File: src/rtl/fifo_wr_arb_pkg.sv
`default_nettype none
// ============================================================================
// Module      : fifo_wr_arb_pkg
// Description : Shared types and constants for the FIFO write arbiter.
// Revision    : 1.0 - initial release
// ============================================================================
package fifo_wr_arb_pkg;

  typedef enum logic [0:0] {
    ARB   = 1'b0,
    BURST = 1'b1
  } arb_state_e;

  localparam int STAT_WIDTH = 16;
  localparam logic [STAT_WIDTH-1:0] STAT_MAX = 16'hFFFF;

  // Wide enough for HOLD_MAX up to 15.
  localparam int CNT_WIDTH = 4;

  function automatic logic [STAT_WIDTH-1:0] stat_inc(input logic [STAT_WIDTH-1:0] v);
    return (v == STAT_MAX) ? v : v + 1'b1;
  endfunction

endpackage
`default_nettype wire

File: src/rtl/fifo_wr_arbiter_rr_pick.sv
`default_nettype none
// ============================================================================
// Module      : rr_pick
// Description : Combinational search for the first set request bit at or
//               after a pointer, wrapping modulo N.
// Revision    : 1.0 - initial release
// ============================================================================
module rr_pick #(
  parameter int N   = 4,
  parameter int IDW = $clog2(N)
) (
  input  logic [N-1:0]   req,
  input  logic [IDW-1:0] ptr,
  output logic [IDW-1:0] idx,
  output logic           any
);

  // Walk offsets from farthest to nearest so the nearest hit overwrites.
  always_comb begin
    idx = '0;
    any = 1'b0;
    for (int k = N - 1; k >= 0; k--) begin
      if (req[(int'(ptr) + k) % N]) begin
        idx = IDW'((int'(ptr) + k) % N);
        any = 1'b1;
      end
    end
  end

endmodule
`default_nettype wire

File: src/rtl/fifo_wr_arbiter.sv
`default_nettype none
// ============================================================================
// Module      : fifo_wr_arbiter
// Description : Round-robin burst arbiter sharing one FIFO write port among
//               NUM_REQ valid/ready producers. Optional per-producer beat
//               statistics are built when FIFO_WR_ARB_STATS_EN is defined.
// Revision    : 1.0 - initial release
// ============================================================================
module fifo_wr_arbiter
  import fifo_wr_arb_pkg::*;
#(
  parameter int NUM_REQ    = 4,
  parameter int DATA_WIDTH = 8,
  parameter int HOLD_MAX   = 4
) (
  input  logic                           clk,
  input  logic                           rst_n,
  input  logic [NUM_REQ-1:0]             req_valid,
  input  logic [NUM_REQ*DATA_WIDTH-1:0]  req_data,
  input  logic [NUM_REQ-1:0]             req_last,
  output logic [NUM_REQ-1:0]             req_ready,
  output logic                           fifo_wr_en,
  output logic [DATA_WIDTH-1:0]          fifo_wr_data,
  input  logic                           fifo_full,
  output logic [$clog2(NUM_REQ)-1:0]     gnt_id,
  output logic                           gnt_active,
  input  logic                           stat_clr,
  output logic [NUM_REQ*STAT_WIDTH-1:0]  stat_beats
);

  localparam int IDW = $clog2(NUM_REQ);
  localparam logic [CNT_WIDTH-1:0] c_last_beat = CNT_WIDTH'(HOLD_MAX - 1);
  localparam logic [IDW-1:0]       c_last_id   = IDW'(NUM_REQ - 1);

  arb_state_e           r_state, w_state_nxt;
  logic [IDW-1:0]       r_rr_ptr, w_rr_ptr_nxt;
  logic [IDW-1:0]       r_gnt_id, w_gnt_id_nxt;
  logic [CNT_WIDTH-1:0] r_beat_cnt, w_beat_cnt_nxt;
  logic [IDW-1:0]       w_pick_idx;
  logic                 w_pick_any;
  logic                 w_accept;
  logic                 w_release;
  logic [DATA_WIDTH-1:0] w_gnt_data;

  rr_pick #(
    .N   (NUM_REQ),
    .IDW (IDW)
  ) u_rr_pick (
    .req (req_valid),
    .ptr (r_rr_ptr),
    .idx (w_pick_idx),
    .any (w_pick_any)
  );

  assign w_gnt_data = req_data[int'(r_gnt_id)*DATA_WIDTH +: DATA_WIDTH];
  assign w_accept   = (r_state == BURST) && req_valid[r_gnt_id] && !fifo_full;
  assign w_release  = w_accept && (req_last[r_gnt_id] || (r_beat_cnt == c_last_beat));

  always_ff @(posedge clk or negedge rst_n) begin
    if (!rst_n) begin
      r_state    <= ARB;
      r_rr_ptr   <= '0;
      r_gnt_id   <= '0;
      r_beat_cnt <= '0;
    end else begin
      r_state    <= w_state_nxt;
      r_rr_ptr   <= w_rr_ptr_nxt;
      r_gnt_id   <= w_gnt_id_nxt;
      r_beat_cnt <= w_beat_cnt_nxt;
    end
  end

  always_comb begin
    w_state_nxt    = r_state;
    w_rr_ptr_nxt   = r_rr_ptr;
    w_gnt_id_nxt   = r_gnt_id;
    w_beat_cnt_nxt = r_beat_cnt;
    req_ready      = '0;
    unique case (r_state)
      ARB: begin
        if (w_pick_any) begin
          w_gnt_id_nxt = w_pick_idx;
          w_state_nxt  = BURST;
        end
      end
      BURST: begin
        req_ready[r_gnt_id] = !fifo_full;
        if (w_release) begin
          w_state_nxt    = ARB;
          w_rr_ptr_nxt   = (r_gnt_id == c_last_id) ? '0 : r_gnt_id + 1'b1;
          w_beat_cnt_nxt = '0;
        end else if (w_accept) begin
          w_beat_cnt_nxt = r_beat_cnt + 1'b1;
        end
      end
      default: w_state_nxt = ARB;
    endcase
  end

  assign gnt_id       = r_gnt_id;
  assign gnt_active   = (r_state == BURST);
  assign fifo_wr_en   = w_accept;
  assign fifo_wr_data = gnt_active ? w_gnt_data : '0;

`ifdef FIFO_WR_ARB_STATS_EN
  for (genvar g = 0; g < NUM_REQ; g++) begin : g_stat
    logic [STAT_WIDTH-1:0] r_cnt;
    // A clear in the same cycle as an accept takes priority.
    always_ff @(posedge clk or negedge rst_n) begin
      if (!rst_n) begin
        r_cnt <= '0;
      end else if (stat_clr) begin
        r_cnt <= '0;
      end else if (w_accept && (r_gnt_id == IDW'(g))) begin
        r_cnt <= stat_inc(r_cnt);
      end
    end
    assign stat_beats[g*STAT_WIDTH +: STAT_WIDTH] = r_cnt;
  end
`else
  logic w_unused_stat_clr;
  assign w_unused_stat_clr = stat_clr;
  assign stat_beats        = '0;
`endif

endmodule
`default_nettype wire

File: config.mk
export PLATFORM = sky130hd
export DESIGN_NAME = fifo_wr_arbiter
export DESIGN_NICKNAME = d
export VERILOG_FILES = /design/src/rtl/fifo_wr_arb_pkg.sv /design/src/rtl/fifo_wr_arbiter_rr_pick.sv /design/src/rtl/fifo_wr_arbiter.sv
export SDC_FILE = /design/constraint.sdc
export NUM_CORES = 1
export LEC_CHECK = 0
export ABC_AREA = 1
export BUFFER_PORTS_ARGS = -buffer_cell sky130_fd_sc_hd__clkbuf_2
export CAP_MARGIN = 20
export CORE_MARGIN = 5
export CORE_UTILIZATION = 39
export DETAILED_ROUTE_END_ITERATION = 6
export PLACE_DENSITY = 0.82
export SLEW_MARGIN = 20
export SYNTH_ARGS = -nofsm -noshare
export SYNTH_HDL_FRONTEND = slang
export SYNTH_SLANG_ARGS = --single-unit
File: constraint.sdc
create_clock -name clk -period 3.8 [get_ports clk]
set_input_delay 0.57 -clock clk [delete_from_list [all_inputs] [get_ports clk]]
set_output_delay 0.57 -clock clk [all_outputs]
set_load 0.02 [all_outputs]
# == Word level (Yosys, flattened, before mapping) ==
# Cells that the tools add are included.
# classes
n_lt_le_gt_ge,6
n_reduce_logical,13
mux,33
n_addsub,5
n_bitwise,5
n_eq_ne,2
n_shift,1
# ops
operator,n
32-bit by 6-bit indexed part select with 8-bit output,1
1-bit 2-to-1 mux,16
1-bit binary-select mux with 2-bit select,6
3-bit by 4-bit < comparator with 1-bit output (second input constant),3
4-bit 2-to-1 mux,3
2-bit 2-to-1 mux,5
8-bit 2-to-1 mux,1
2-bit by 3-bit < comparator with 1-bit output (second input constant),2
2-bit AND reduction,3
2-bit OR reduction,3
2-bit by 1-bit adder with 2-bit output (second input constant),2
2-bit adder (second input constant),2
4-bit by 1-bit adder with 4-bit output (second input constant),1
4-bit bitwise AND,1
4-bit by 2-bit equality test with 1-bit output (second input constant),1
1-bit logical AND,4
1-bit bitwise AND (first input constant),3
1-bit demux with 2-bit select,1
2-bit equality test (second input constant),1
2-bit by 1-bit >= comparator with 1-bit output (second input constant),1
1-bit one-hot mux with 2 select lines,1
2-bit nonzero test,1
1-bit logical NOT,1
1-bit logical OR,1
1-bit inverter,1
# totals
output_inout_bits,80
elab_cells,69
input_bits,44
register_bits,9

# == Depth between registers and ports, before layout ==
# Gate-level depths: netlist (run 1).
# depth
word_depth,12
ltp_mapped,12
ltp_nobuf,11

# == Modules after synthesis ==
# A second synthesis (run 1) with hierarchy kept.
# hier_totals
hier_cells,255
area_unflattened_um2,1607.8
# by_module_without_submodules
module,seq_area_each_um2,area_per_inst_um2,cells_each,instances
fifo_wr_arbiter,225.2,1392.6,211,1
rr_pick,0.0,215.2,44,1

# == Worst setup path after synthesis (run 1) ==
# OpenSTA, ideal clock, no wires.
# synth_path
path_kind,register to output
start,reg r_gnt_id[0] (netlist: gnt_id[0])
end,out req_ready[2]
n_path_buf,2
arrival_ns,1.524
stages_incl_launch_ff,7
slack_ns,1.706
path_cell_list,dfrtp_1 > inv_2 > buf_4 > clkbuf_1 > ha_1 > inv_1 > nor2_1
# synth_via
elab_chain_cells,6
word_cells_on_any_way,7
classes_between,order compare: 2; mux: 3; bitwise: 1; reduce/logical: 1
# synth_rtl
item,line,source
start: declaration,fifo_wr_arbiter.sv:37,"logic [IDW-1:0] r_gnt_id, w_gnt_id_nxt;"
start signal: assignment,fifo_wr_arbiter.sv:68,r_gnt_id <= w_gnt_id_nxt;
2-bit by 3-bit < comparator with 1-bit output (not written as such) or 2-bit by 1-bit >= comparator with 1-bit output (tied branches),fifo_wr_arbiter.sv:87,req_ready[r_gnt_id] = !fifo_full;
1-bit logical AND (not written as such),fifo_wr_arbiter.sv:87,
1-bit 2-to-1 mux (not written as such),fifo_wr_arbiter.sv:87,
1-bit demux with 2-bit select (*),fifo_wr_arbiter.sv:87,
4-bit bitwise AND (no source line) (*),-,
4-bit 2-to-1 mux (*),fifo_wr_arbiter.sv:79,unique case (r_state)
end: declaration,fifo_wr_arbiter.sv:21,"output logic [NUM_REQ-1:0] req_ready,"
# Mark *: on every way between the ends. The rest lies on a longest branch, timed or not.

# == Worst setup path after layout (run 1) ==
# layout_path
start,reg r_gnt_id[1] (netlist: gnt_id[1])
end,out fifo_wr_en
# layout_via
elab_chain_cells,4
# layout_rtl
item,line,source
1-bit binary-select mux with 2-bit select,fifo_wr_arbiter.sv:56,assign w_accept = (r_state == BURST) && req_valid[r_gnt_id] && !fifo_full;
1-bit 2-to-1 mux (not written as such),fifo_wr_arbiter.sv:56,
1-bit logical AND (2 in a row),fifo_wr_arbiter.sv:56,
end: declaration,fifo_wr_arbiter.sv:22,"output logic fifo_wr_en,"
# Every way passes these cells. The select of a mux whose other input is x is not followed.

==> results of run 1 <==
-- area by class of cell --
type | instances | area [sq um] | share of cell area
clock buffers | 4 | 45.0 | 0.0273
inverters | 18 | 72.6 | 0.0439
multi-input cells | 214 | 952 | 0.576
flip-flops and latches | 9 | 225 | 0.136
well taps | 48 | 60.1 | 0.0363
repair buffers | 59 | 298 | 0.180
-- synthesized netlist by cell type, drive strengths merged --
cell,number
a21oi,11
buf,70
clkbuf,1
conb,1
dfrtp,9
ha,5
inv,18
nand2,52
nand3,8
nand3b,1
nor2,47
o211ai,1
o21ai,24
xor2,1
-- sequential cells by signal, summed over array words and instances (netlist names) --
name / flops
r_beat_cnt: 4
gnt_active: 1
r_rr_ptr: 2
gnt_id: 2
-- power groups by stage --
| stage | sequential, uW | clock (uW) | combinational, uW |
|---|---|---|---|
| after global routing | 239 | 124 | 938 |
| after CTS | 228 | 117 | 837 |
| after global placement | 226 | 0 | 820 |
| final | 226 | 112 | 829 |
| after floorplan | 193 | 0 | 722 |
| after detailed placement | 228 | 0 | 835 |
-- cell families after synthesis --
kind of cell,count (synthesis),synth area share
buf+inv,89,0.387
compound gates,36,0.131
simple gates,108,0.286
flops,9,0.147
fa+ha+maj,5,0.0407
other cells,1,0.00244
xor+xnor,1,0.00571
-- metal layers --
layer,global-route usage,wire [um],part of all wire
met5,0,0,0
met4,0.0717,65,0.018
met3,0.0331,362,0.098
met2,0.231,1860,0.51
met1,0.149,1380,0.38
-- worst paths after layout --
path,startpoint,to,slack (ns)
worst min register to register,r_beat_cnt[1]$_DFFE_PN0P_,r_beat_cnt[1]$_DFFE_PN0P_,0.56
worst max-delay path,gnt_id[1]$_DFFE_PN0P_,fifo_wr_en,1.12
min in group clk,r_beat_cnt[1]$_DFFE_PN0P_,r_beat_cnt[1]$_DFFE_PN0P_,0.56
worst max register to register,gnt_id[1]$_DFFE_PN0P_,r_beat_cnt[3]$_DFFE_PN0P_,1.73
worst min-delay path,rst_n,gnt_active$_DFF_PN0_,0.18
max in group asynchronous,rst_n,r_rr_ptr[1]$_DFFE_PN0P_,3.42
-- per-stage QoR --
step / utilization / hold slack, ns / cell area, sq um / instances / setup WS, ns
after global routing: 0.442 / 0.188 / 1650 / 352 / 0.919
after CTS: 0.442 / 0.181 / 1650 / 352 / 1.09
after global placement: 0.429 / 0.435 / 1610 / 348 / 1.38
after floorplan: - / 0.274 / 1770 / 312 / 1.71
after detailed placement: 0.429 / 0.435 / 1610 / 348 / 1.35
final: 0.442 / 0.184 / 1650 / 352 / 1.12
-- layout by cell type, fill, tap and decap left out --
cell      count
buf_4         1
inv_2         4
clkbuf_8      3
o21ai_2       1
nor2_4        1
o211ai_1      1
nor2_1       45
a21oi_4       1
clkbuf_2     58
nand3b_1      1
a21oi_2       1
dfrtp_1       9
ha_1          5
o21ai_1       8
conb_1       64
inv_4         2
inv_1        12
nand3_1       8
clkbuf_1      1
nor2_2        1
nand2_4       1
a21oi_1       9
o21ai_0      15
nand2_2       1
xor2_1        1
nand2_1      50
==> flow_metrics.tcl, run 1 <==
set metrics [dict create \
    die_area_sq_mm 0.00529 \
    starting_density_of_the_core 0.410 \
    combPwrFrac 0.711 \
    timing.critical_path.from_type "flop" \
    wl_per_cell_um 10.4 \
    cts_tree "built" \
    p_total_uw 1170 \
    synthesis.instances 249 \
    n_fill_cell 443 \
    place.port_buffers 58 \
    synth_top_cell_by_area "buf_4" \
    antenna_left 0 \
    finalClockSkew_ns 0.00157 \
    drt_drc_violations_left 0 \
    grt_max_degree 24 \
    cts_setup_buffers 0 \
    synth_sequential_area_ratio 0.147 \
    critical_path.max_fanout 15 \
    initial_antenna_violation_count 0 \
    worst_path_dominant_cell_family "flip-flops" \
    internal-power_uw 483 \
    clock_power_share 0.096 \
    crit_arrival_ns 2.11 \
    yosys_warnings 0 \
    io_pins 124 \
    power_per_cell_area_mw_per_mm2 706 \
    overflow 0 \
    finish.net_count 354 \
    worst-path-stages 5 \
    globalplace.congestion 0.744 \
    setup-tns-final_ns 0 \
    cts.path.max_buffers 2 \
    p_switching_uw 684 \
    netSwitchingFraction 0.586 \
    worst_ep_required_time_ns 3.23 \
    timing_worst_slew_pin_value_ns 0.550 \
    slew_headroom 0.633 \
    clock-root-buffer "clkbuf_8" \
    first_global_vias 1285 \
    syn_avg_cell_area_sq_um 6.17 \
    finalWirelength_um 3680 \
    max_freq_ghz 0.374 \
    share_seq_of_total_power 0.193 \
    dp_hpwl_um 3020 \
    final_layout_size_suffix_gt1_frac 0.247 \
    drt_iter0_drc 100 \
    num_vias 1460 \
    cts.sink_count 9 \
    tritoncts.num_buffers 3 \
    ff2ff_path_depth 7 \
    drv_slew 0 \
    worstSkewPairLatency_ns 0.23 \
    leak_pwr_uw 0.00101 \
    die_width_um 72.7 \
    worst_path_max_delay_cell "dfrtp_1" \
    post_synth_instance_area_sq_mm 0.00154 \
    run_status "completed" \
    clock_tree.htree_level_count 1 \
    vertical_die_dimension_um 72.7 \
    synth_top_area_frac 0.328 \
    coreArea_sq_mm 0.00374 \
    max_cap_violations 0 \
    critical_path.n_buffers_inverters 2 \
    setup.worst_path.class "reg -> out" \
    cp_cell_sequence "inv_1 > nor2_1 > o21ai_1 > a21oi_4 > clkbuf_2" \
    hold_class "in -> async" \
    critical_path_endpoint_category "output port" \
    area.growth.synth_to_final_pct 7.66 \
    synthTopCellsByArea "buf_4, dfrtp_1, nand2_1, nor2_1, o21ai_0" \
    synth_seq_cells 9 \
    irDropWorstVdd_mv 0.331 \
    firstDrtPassIters 4 \
    setup_viol 0 \
    final_period_minus_worst_setup_slack_ns 2.68 \
    cts.reportedPaths.clkPinSlew_ns 0.04 \
    hold_buffers 0 \
    first_pass_grt_wire_length_um 5600 \
    post_cts_resized 0 \
    viasPerCell 4.15 \
    layout_worst_path_cycle_share 0.704 \
    setup_repair_after_global_routing_missed_its_margin "no" \
    synthDistinctLibCells 25 \
    antennaDiodeCount 0 \
    cp_slowest_stage_delay_ns 0.68 \
    grt.total_usage 0.134 \
    finalHoldViolations 0 \
    core.rowCount 22 \
]
(Power assumes the default switching activity.)
==> inputs of run 2 (changes only) <==
--- a/config.mk
+++ b/config.mk
@@ -5,13 +5,13 @@
 export SDC_FILE = /design/constraint.sdc
 export NUM_CORES = 1
 export LEC_CHECK = 0
-export ABC_AREA = 1
+export ABC_AREA = 0
 export BUFFER_PORTS_ARGS = -buffer_cell sky130_fd_sc_hd__clkbuf_2
 export CAP_MARGIN = 20
 export CORE_MARGIN = 5
-export CORE_UTILIZATION = 39
+export CORE_UTILIZATION = 38
 export DETAILED_ROUTE_END_ITERATION = 6
-export PLACE_DENSITY = 0.82
+export PLACE_DENSITY = 0.84
 export SLEW_MARGIN = 20
 export SYNTH_ARGS = -nofsm -noshare
 export SYNTH_HDL_FRONTEND = slang
==> constraint.sdc (replaced) <==
create_clock -name clk -period 2.7 [get_ports clk]
set_input_delay 0.405 -clock clk [delete_from_list [all_inputs] [get_ports clk]]
set_output_delay 0.405 -clock clk [all_outputs]
set_load 0.02 [all_outputs]
==> run 2 against run 1 <==
  * Via count is 29% lower
  * Power rose by 8.7%
  * First-iteration DRC count shrank 69%
  * Core utilization grew 0.15 points
  * Final area fell by 9.2%
  * Largest cell class unchanged
  * Area after synthesis shrank 12%
  * Wire length is 21% lower
  * Critical endpoint unchanged
  * Register-to-register slack got worse by 0.85 ns
  * Hold slack improved by 0.29 ns
  * Non-clock buffer count is 3 higher
==> flow_metrics.tcl, run 2 <==
set metrics [dict create \
    dr.max_layer_used "met4" \
    first_global_vias 941 \
    place.port_buffers 58 \
    cts_tree "built" \
    hold_class "in -> reg" \
    globalplace.congestion 0.735 \
    cts.reportedPaths.clkPinSlew_ns 0.07 \
    yosys_warnings 0 \
    num_vias 1032 \
    final_period_minus_worst_setup_slack_ns 2.07 \
    combined_area_of_the_multi_input_logic_cells_sq_um 850 \
    final_cells 254 \
    die_width_um 69.6 \
    final_area_sq_mm 0.00150 \
    crit_arrival_ns 1.66 \
    setup_repair_after_global_routing_missed_its_margin "no" \
    layout_worst_path_cycle_share 0.765 \
    synth_top_area_frac 0.356 \
    synth_sequential_area_ratio 0.167 \
    coreArea_sq_mm 0.00339 \
    cell_count_of_the_worst_hold_path 3 \
    clock-root-buffer "clkbuf_4" \
    worstReg2RegEnd "r_rr_ptr[1]$_DFFE_PN0P_" \
    tritoncts.num_buffers 3 \
    antenna_left 0 \
    leak_pwr_uw 0.000835 \
    power_per_cell_area_mw_per_mm2 845 \
    routed-wl-met3_um 416 \
    irDropWorstVdd_mv 0.165 \
    mostFrequentLayoutCells "conb_1, clkbuf_2, and2_1, mux4_2, dfrtp_1" \
    syn_avg_cell_area_sq_um 9.26 \
    place_ws_ns 0.863 \
    vertical_die_dimension_um 69.6 \
    synthesis.instances 146 \
    number_of_synthesized_flops_with_an_enable_pin 0 \
    antennaDiodeCount 0 \
    detailroute.wirelength.met2_um 1510 \
    post_synth_arst_share 1.00 \
    drt_drc_violations_left 0 \
    finalHoldViolations 0 \
    timing_worst_slew_pin_value_ns 0.535 \
    worstSkewPairLatency_ns 0.27 \
    whs_endpoint "gnt_id[1]$_DFFE_PN0P_" \
    setup.worst_path.class "reg -> out" \
    drt_iter0_drc 31 \
    drv_slew 0 \
    critical_path_endpoint_category "output port" \
    setup_slack_of_the_critical_path_after_layout_ns 0.634 \
    starting_density_of_the_core 0.399 \
    worst_ep_required_time_ns 2.30 \
    setup-tns-final_ns 0 \
    dp_hpwl_um 2520 \
    wl_per_cell_um 11.5 \
    finalWirelength_um 2920 \
    seqCellArea_sq_um 225 \
    finish.net_count 258 \
    largest-register "r_beat_cnt" \
    final_common_cell "conb_1" \
    synth_top_cells_by_count "buf_4, and2_1, mux4_2" \
    core.rowCount 21 \
    cts.path.max_buffers 2 \
    wl_met1_um 956 \
    initial_antenna_violation_count 0 \
    cts_setup_buffers 0 \
    worst_hold_startpoint "req_valid[3]" \
    viasPerCell 4.06 \
    io_pins 124 \
    cts.sink_count 9 \
    post_dp_cell_area_sq_mm 0.00146 \
    first_pass_grt_wire_length_um 4320 \
    yosys_most_used_dff "dfrtp_1" \
    max_cap_violations 0 \
    whs_ns 0.473 \
    synth_top_cell_by_area "buf_4" \
    die_area_sq_mm 0.00485 \
    grt_max_degree 14 \
    setup_slack_of_the_worst_register_to_register_path_ns 0.88 \
    ff2ff_path_depth 4 \
    dp.cells 249 \
    post_synth_instance_area_sq_mm 0.00135 \
    critical_path.max_fanout 12 \
    synth.most_common_cell "buf_4" \
    synth_seq_cells 9 \
    n_fill_cell 347 \
    grt.total_usage 0.107 \
    max_freq_ghz 0.484 \
    slew_headroom 0.643 \
    synthDistinctLibCells 31 \
    flip_flop_count_of_the_largest_register_all_copies_and_words_added 4 \
    firstDrtPassIters 4 \
    overflow 0 \
    area.growth.synth_to_final_pct 11.1 \
    timing.critical_path.from_type "flop" \
    setup_viol 0 \
    clock_tree.htree_level_count 1 \
    final_layout_size_suffix_gt1_frac 0.389 \
    rr_startpoint "gnt_id[0]$_DFFE_PN0P_" \
    run_status "completed" \
    synthTopCellsByArea "buf_4, dfrtp_1, mux4_2, and2_1, ha_1" \
    finalClockSkew_ns 0.00254 \
]
run 2: changes by cell type in the layout (fill, tap and decap cells not counted), moves of 8 or more:
cell,previous run,this run
nand2_1,50,3
nor2_1,45,6
and2_1,0,13
o21ai_0,15,4
mux4_2,0,10
inv_1,12,4
o21ai_1,8,0
run 2: cells by family after synthesis:
| group | after synthesis | synth area share |
|---|---|---|
| buf+inv | 72 | 0.380 |
| simple gates | 31 | 0.133 |
| other cells | 1 | 0.00278 |
| compound gates | 15 | 0.0796 |
| mux | 13 | 0.192 |
| flops | 9 | 0.167 |
| fa+ha+maj | 5 | 0.0463 |
run 2: where the power goes:
group / internal [uW] / total (uW) / leakage, uW / switching (uW)
clock network: 54.8 / 110 / 0.0000177 / 55.4
logic: 391 / 907 / 0.000708 / 516
registers: 191 / 251 / 0.000109 / 60.2
total: 637 / 1270 / 0.000835 / 632
run 2: what timing repair did:
action                                 in CTS  in global routing
hold buffers                                1                  0
endpoints found under the hold margin       9                  0
resized for setup                           0                  0
run 2: stage by stage:
stage / util / power (uW)
6_report: 0.443 / 1270
5_1_grt: 0.443 / 1370
4_1_cts: 0.443 / 1280
3_5_place_dp: 0.432 / 1170
3_3_place_gp: 0.432 / 1150
2_1_floorplan: - / 988
run 2: area by class of cell:
type / count / area share
clock inverter: 1 / 0.00333
multi-input combinational: 128 / 0.566
tap: 46 / 0.0383
sequential: 9 / 0.150
clock buffer: 3 / 0.0150
timing repair buffer: 62 / 0.215
inverter: 5 / 0.0125
run 2: how the worst max path moves through the flow:
stage	start	end	depth (start not counted)
after global routing	gnt_active$_DFF_PN0_	fifo_wr_en	4
final	gnt_active$_DFF_PN0_	fifo_wr_en	4
after CTS	gnt_active$_DFF_PN0_	fifo_wr_en	4
after floorplan	gnt_id[0]$_DFFE_PN0P_	fifo_wr_data[0]	3
after global placement	req_valid[3]	fifo_wr_en	5
after detailed placement	req_valid[3]	fifo_wr_en	5
run 2: critical path, stage by stage (launching register included):
cell,delay (ns)
dfrtp_1,0.58
nor2b_1,0.33
nand2_2,0.17
inv_2,0.13
clkbuf_2,0.18
run 2: layer usage:
layer | vias to the layer above | track usage
li1 | 492 | -
met1 | 464 | 0.111
met2 | 72 | 0.197
met3 | 4 | 0.0333
met4 | 0 | 0.0447
met5 | - | 0
==> inputs of run 3 (changes only) <==
--- a/config.mk
+++ b/config.mk
@@ -9,9 +9,9 @@
 export BUFFER_PORTS_ARGS = -buffer_cell sky130_fd_sc_hd__clkbuf_2
 export CAP_MARGIN = 20
 export CORE_MARGIN = 5
-export CORE_UTILIZATION = 38
+export CORE_UTILIZATION = 34
 export DETAILED_ROUTE_END_ITERATION = 6
-export PLACE_DENSITY = 0.84
+export PLACE_DENSITY = 0.8
 export SLEW_MARGIN = 20
 export SYNTH_ARGS = -nofsm -noshare
 export SYNTH_HDL_FRONTEND = slang
==> constraint.sdc (replaced) <==
create_clock -name clk -period 1.8 [get_ports clk]
set_input_delay 0.27 -clock clk [delete_from_list [all_inputs] [get_ports clk]]
set_output_delay 0.27 -clock clk [all_outputs]
set_load 0.02 [all_outputs]
==> run 3 against run 2 <==
  * The flow now finishes with violations (setup timing)
  * Via count increased by 7.8%
  * Register-to-register slack got worse by 0.83 ns
  * Final area increased by 15%
  * Clock-buffer cell count increased by 1
  * Power increased by 100%
  * Critical path type unchanged
  * Setup slack got worse by 0.67 ns
  * Core utilization decreased by 0.12 points
  * Global-route usage increased by 0.40 points
  * Clock skew about the same
  * Hold slack got worse by 0.087 ns
  * Critical path depth unchanged
==> flow_metrics.tcl, run 3 (synthesis results as in run 2) <==
set metrics [dict create \
    run_status "finished, violations left" \
    failed_checks "setup timing" \
    grt_max_degree 12 \
    max_cap_violations 0 \
    overflow 0 \
    clock_tree.htree_level_count 1 \
    core.rowCount 23 \
    worst_path_dominant_cell_family "multiplexers" \
    hold_class "in -> reg" \
    layout_worst_path_cycle_share 1.02 \
    antenna_left 0 \
    clock-root-buffer "clkbuf_8" \
    max_freq_ghz 0.545 \
    setup-tns-final_ns -0.166 \
    irDropWorstVdd_mv 0.415 \
    mostFrequentLayoutCells "conb_1, clkbuf_2, buf_4, mux4_2" \
    dp_hpwl_um 2820 \
    cts_tree "built" \
    leak_pwr_uw 0.000948 \
    finish.net_count 270 \
    finalWirelength_um 3440 \
    num_vias 1112 \
    flip_flop_count_of_the_largest_register_all_copies_and_words_added 4 \
    finalHoldViolations 0 \
    cell_count_of_the_worst_hold_path 3 \
    final_cells 270 \
    rr_startpoint "gnt_id[0]$_DFFE_PN0P_" \
    globalplace.congestion 0.722 \
    drt_drc_violations_left 0 \
    finalClockSkew_ns 0.00286 \
    dp.cells 257 \
    n_fill_cell 413 \
    clock_power_share 0.096 \
    viasPerCell 4.12 \
    setup.worst_path.class "reg -> out" \
    antennaDiodeCount 0 \
    cts.path.max_buffers 2 \
    worstReg2RegEnd "r_rr_ptr[1]$_DFFE_PN0P_" \
    setup_repair_after_global_routing_missed_its_margin "yes" \
    timing.critical_path.from_type "flop" \
    cts.sink_count 9 \
    final_layout_size_suffix_gt1_frac 0.459 \
    die_area_sq_mm 0.00533 \
    cp_cell_sequence "buf_12 > mux4_2 > and2_4 > buf_8" \
    drv_slew 0 \
    cts.reportedPaths.clkPinSlew_ns 0.04 \
    drt_iter0_drc 34 \
    combined_area_of_the_multi_input_logic_cells_sq_um 875 \
    firstDrtPassIters 4 \
    netSwitchingFraction 0.425 \
    worst_path_max_delay_cell "mux4_2" \
    largest-register "r_beat_cnt" \
    die_width_um 73.0 \
    tritoncts.num_buffers 3 \
    vertical_die_dimension_um 73.0 \
    combPwrFrac 0.755 \
    seqCellArea_sq_um 226 \
    share_seq_of_total_power 0.149 \
    first_global_vias 983 \
    final_common_cell "conb_1" \
    critical_path_endpoint_category "output port" \
    whs_endpoint "gnt_id[1]$_DFFE_PN0P_" \
    initial_antenna_violation_count 0 \
    internal-power_uw 1460 \
    area.growth.synth_to_final_pct 28.0 \
    crit_arrival_ns 1.56 \
    critical_path.n_buffers_inverters 2 \
    coreArea_sq_mm 0.00391 \
    setup_slack_of_the_worst_register_to_register_path_ns 0.05 \
    ff2ff_path_depth 4 \
    setup_slack_of_the_critical_path_after_layout_ns -0.0349 \
    setup_viol 8 \
    first_pass_grt_wire_length_um 4590 \
    worst_ep_required_time_ns 1.53 \
    power_per_cell_area_mw_per_mm2 1470 \
    worstSkewPairLatency_ns 0.24 \
    final_period_minus_worst_setup_slack_ns 1.83 \
    place.port_buffers 58 \
    grt.total_usage 0.111 \
    worst_hold_startpoint "req_valid[3]" \
    starting_density_of_the_core 0.345 \
    wl_per_cell_um 12.7 \
    cp_slowest_stage_delay_ns 0.50 \
    critical_path.max_fanout 8 \
    io_pins 124 \
    p_switching_uw 1080 \
]
[run 3: cell count changes in the layout (fill, tap and decap cells not counted), sizes merged]
| cell | previous run | this run |
|---|---|---|
| clkinv | 1 | 0 |
| clkbuf | 61 | 53 |
| buf | 3 | 24 |
[run 3: final cells by class]
cell class,instances,area share
clock buffers,4,0.0260
flip-flops and latches,9,0.131
inverters,5,0.0109
well taps,50,0.0362
multi-input cells,128,0.506
repair buffers,74,0.290
[run 3: stage by stage]
| stage | cell area, sq um | hold slack, ns | power, uW | utilization | setup slack (ns) |
|---|---|---|---|---|---|
| 2_1_floorplan | 1590 | -0.0256 | 1480 | - | 0.000654 |
| 3_3_place_gp | 1510 | 0.137 | 1810 | 0.387 | 0.156 |
| 3_5_place_dp | 1510 | 0.138 | 1840 | 0.387 | 0.119 |
| 4_1_cts | 1650 | 0.374 | 2330 | 0.423 | -0.0545 |
| 5_1_grt | 1730 | 0.445 | 2690 | 0.442 | -0.0794 |
| 6_report | 1730 | 0.386 | 2530 | 0.442 | -0.0349 |
[run 3: repair_timing]
item / CTS / global route
hold endpoints to repair: 9 / 0
hold buffers: 1 / 0
buffers inserted: 2 / 6
pin swaps: 6 / 2
gates resized for setup: 19 / 16
endpoints found under the setup margin: 9 / 10
[run 3: worst max path at each step]
stage                          start                      end  slack (ns)  cells past startpoint
6_report       gnt_id[0]$_DFFE_PN0P_          fifo_wr_data[1]       -0.03                      4
3_3_place_gp   gnt_id[0]$_DFFE_PN0P_  r_rr_ptr[1]$_DFFE_PN0P_        0.16                      6
3_5_place_dp   gnt_id[0]$_DFFE_PN0P_  r_rr_ptr[1]$_DFFE_PN0P_        0.12                      3
4_1_cts        gnt_id[0]$_DFFE_PN0P_          fifo_wr_data[1]       -0.05                      4
2_1_floorplan  gnt_id[1]$_DFFE_PN0P_  r_rr_ptr[1]$_DFFE_PN0P_      0.0007                      5
5_1_grt        gnt_id[0]$_DFFE_PN0P_          fifo_wr_data[3]       -0.08                      4
[run 3: per-layer routing]
metal  track usage  wire length [um]  vias up
li1              -                 -      516
met1         0.145              1250      532
met2         0.172              1770       61
met3        0.0427               404        3
met4        0.0246                19        0
met5             0                 0        -
[run 3: worst register-to-register path: stages, from the launching register on]
cell     delay (ns)
dfrtp_2        0.40
buf_4          0.13
mux4_2         0.57
o21ai_4        0.21
mux2_1         0.34
[run 3: power by group through the flow]
stage | combinational (uW) | sequential, uW | clock (uW)
detailed placement | 1470 | 374 | 0
CTS | 1710 | 374 | 247
global route | 2050 | 389 | 258
global placement | 1440 | 374 | 0
floorplan | 1080 | 407 | 0
finish | 1910 | 379 | 242
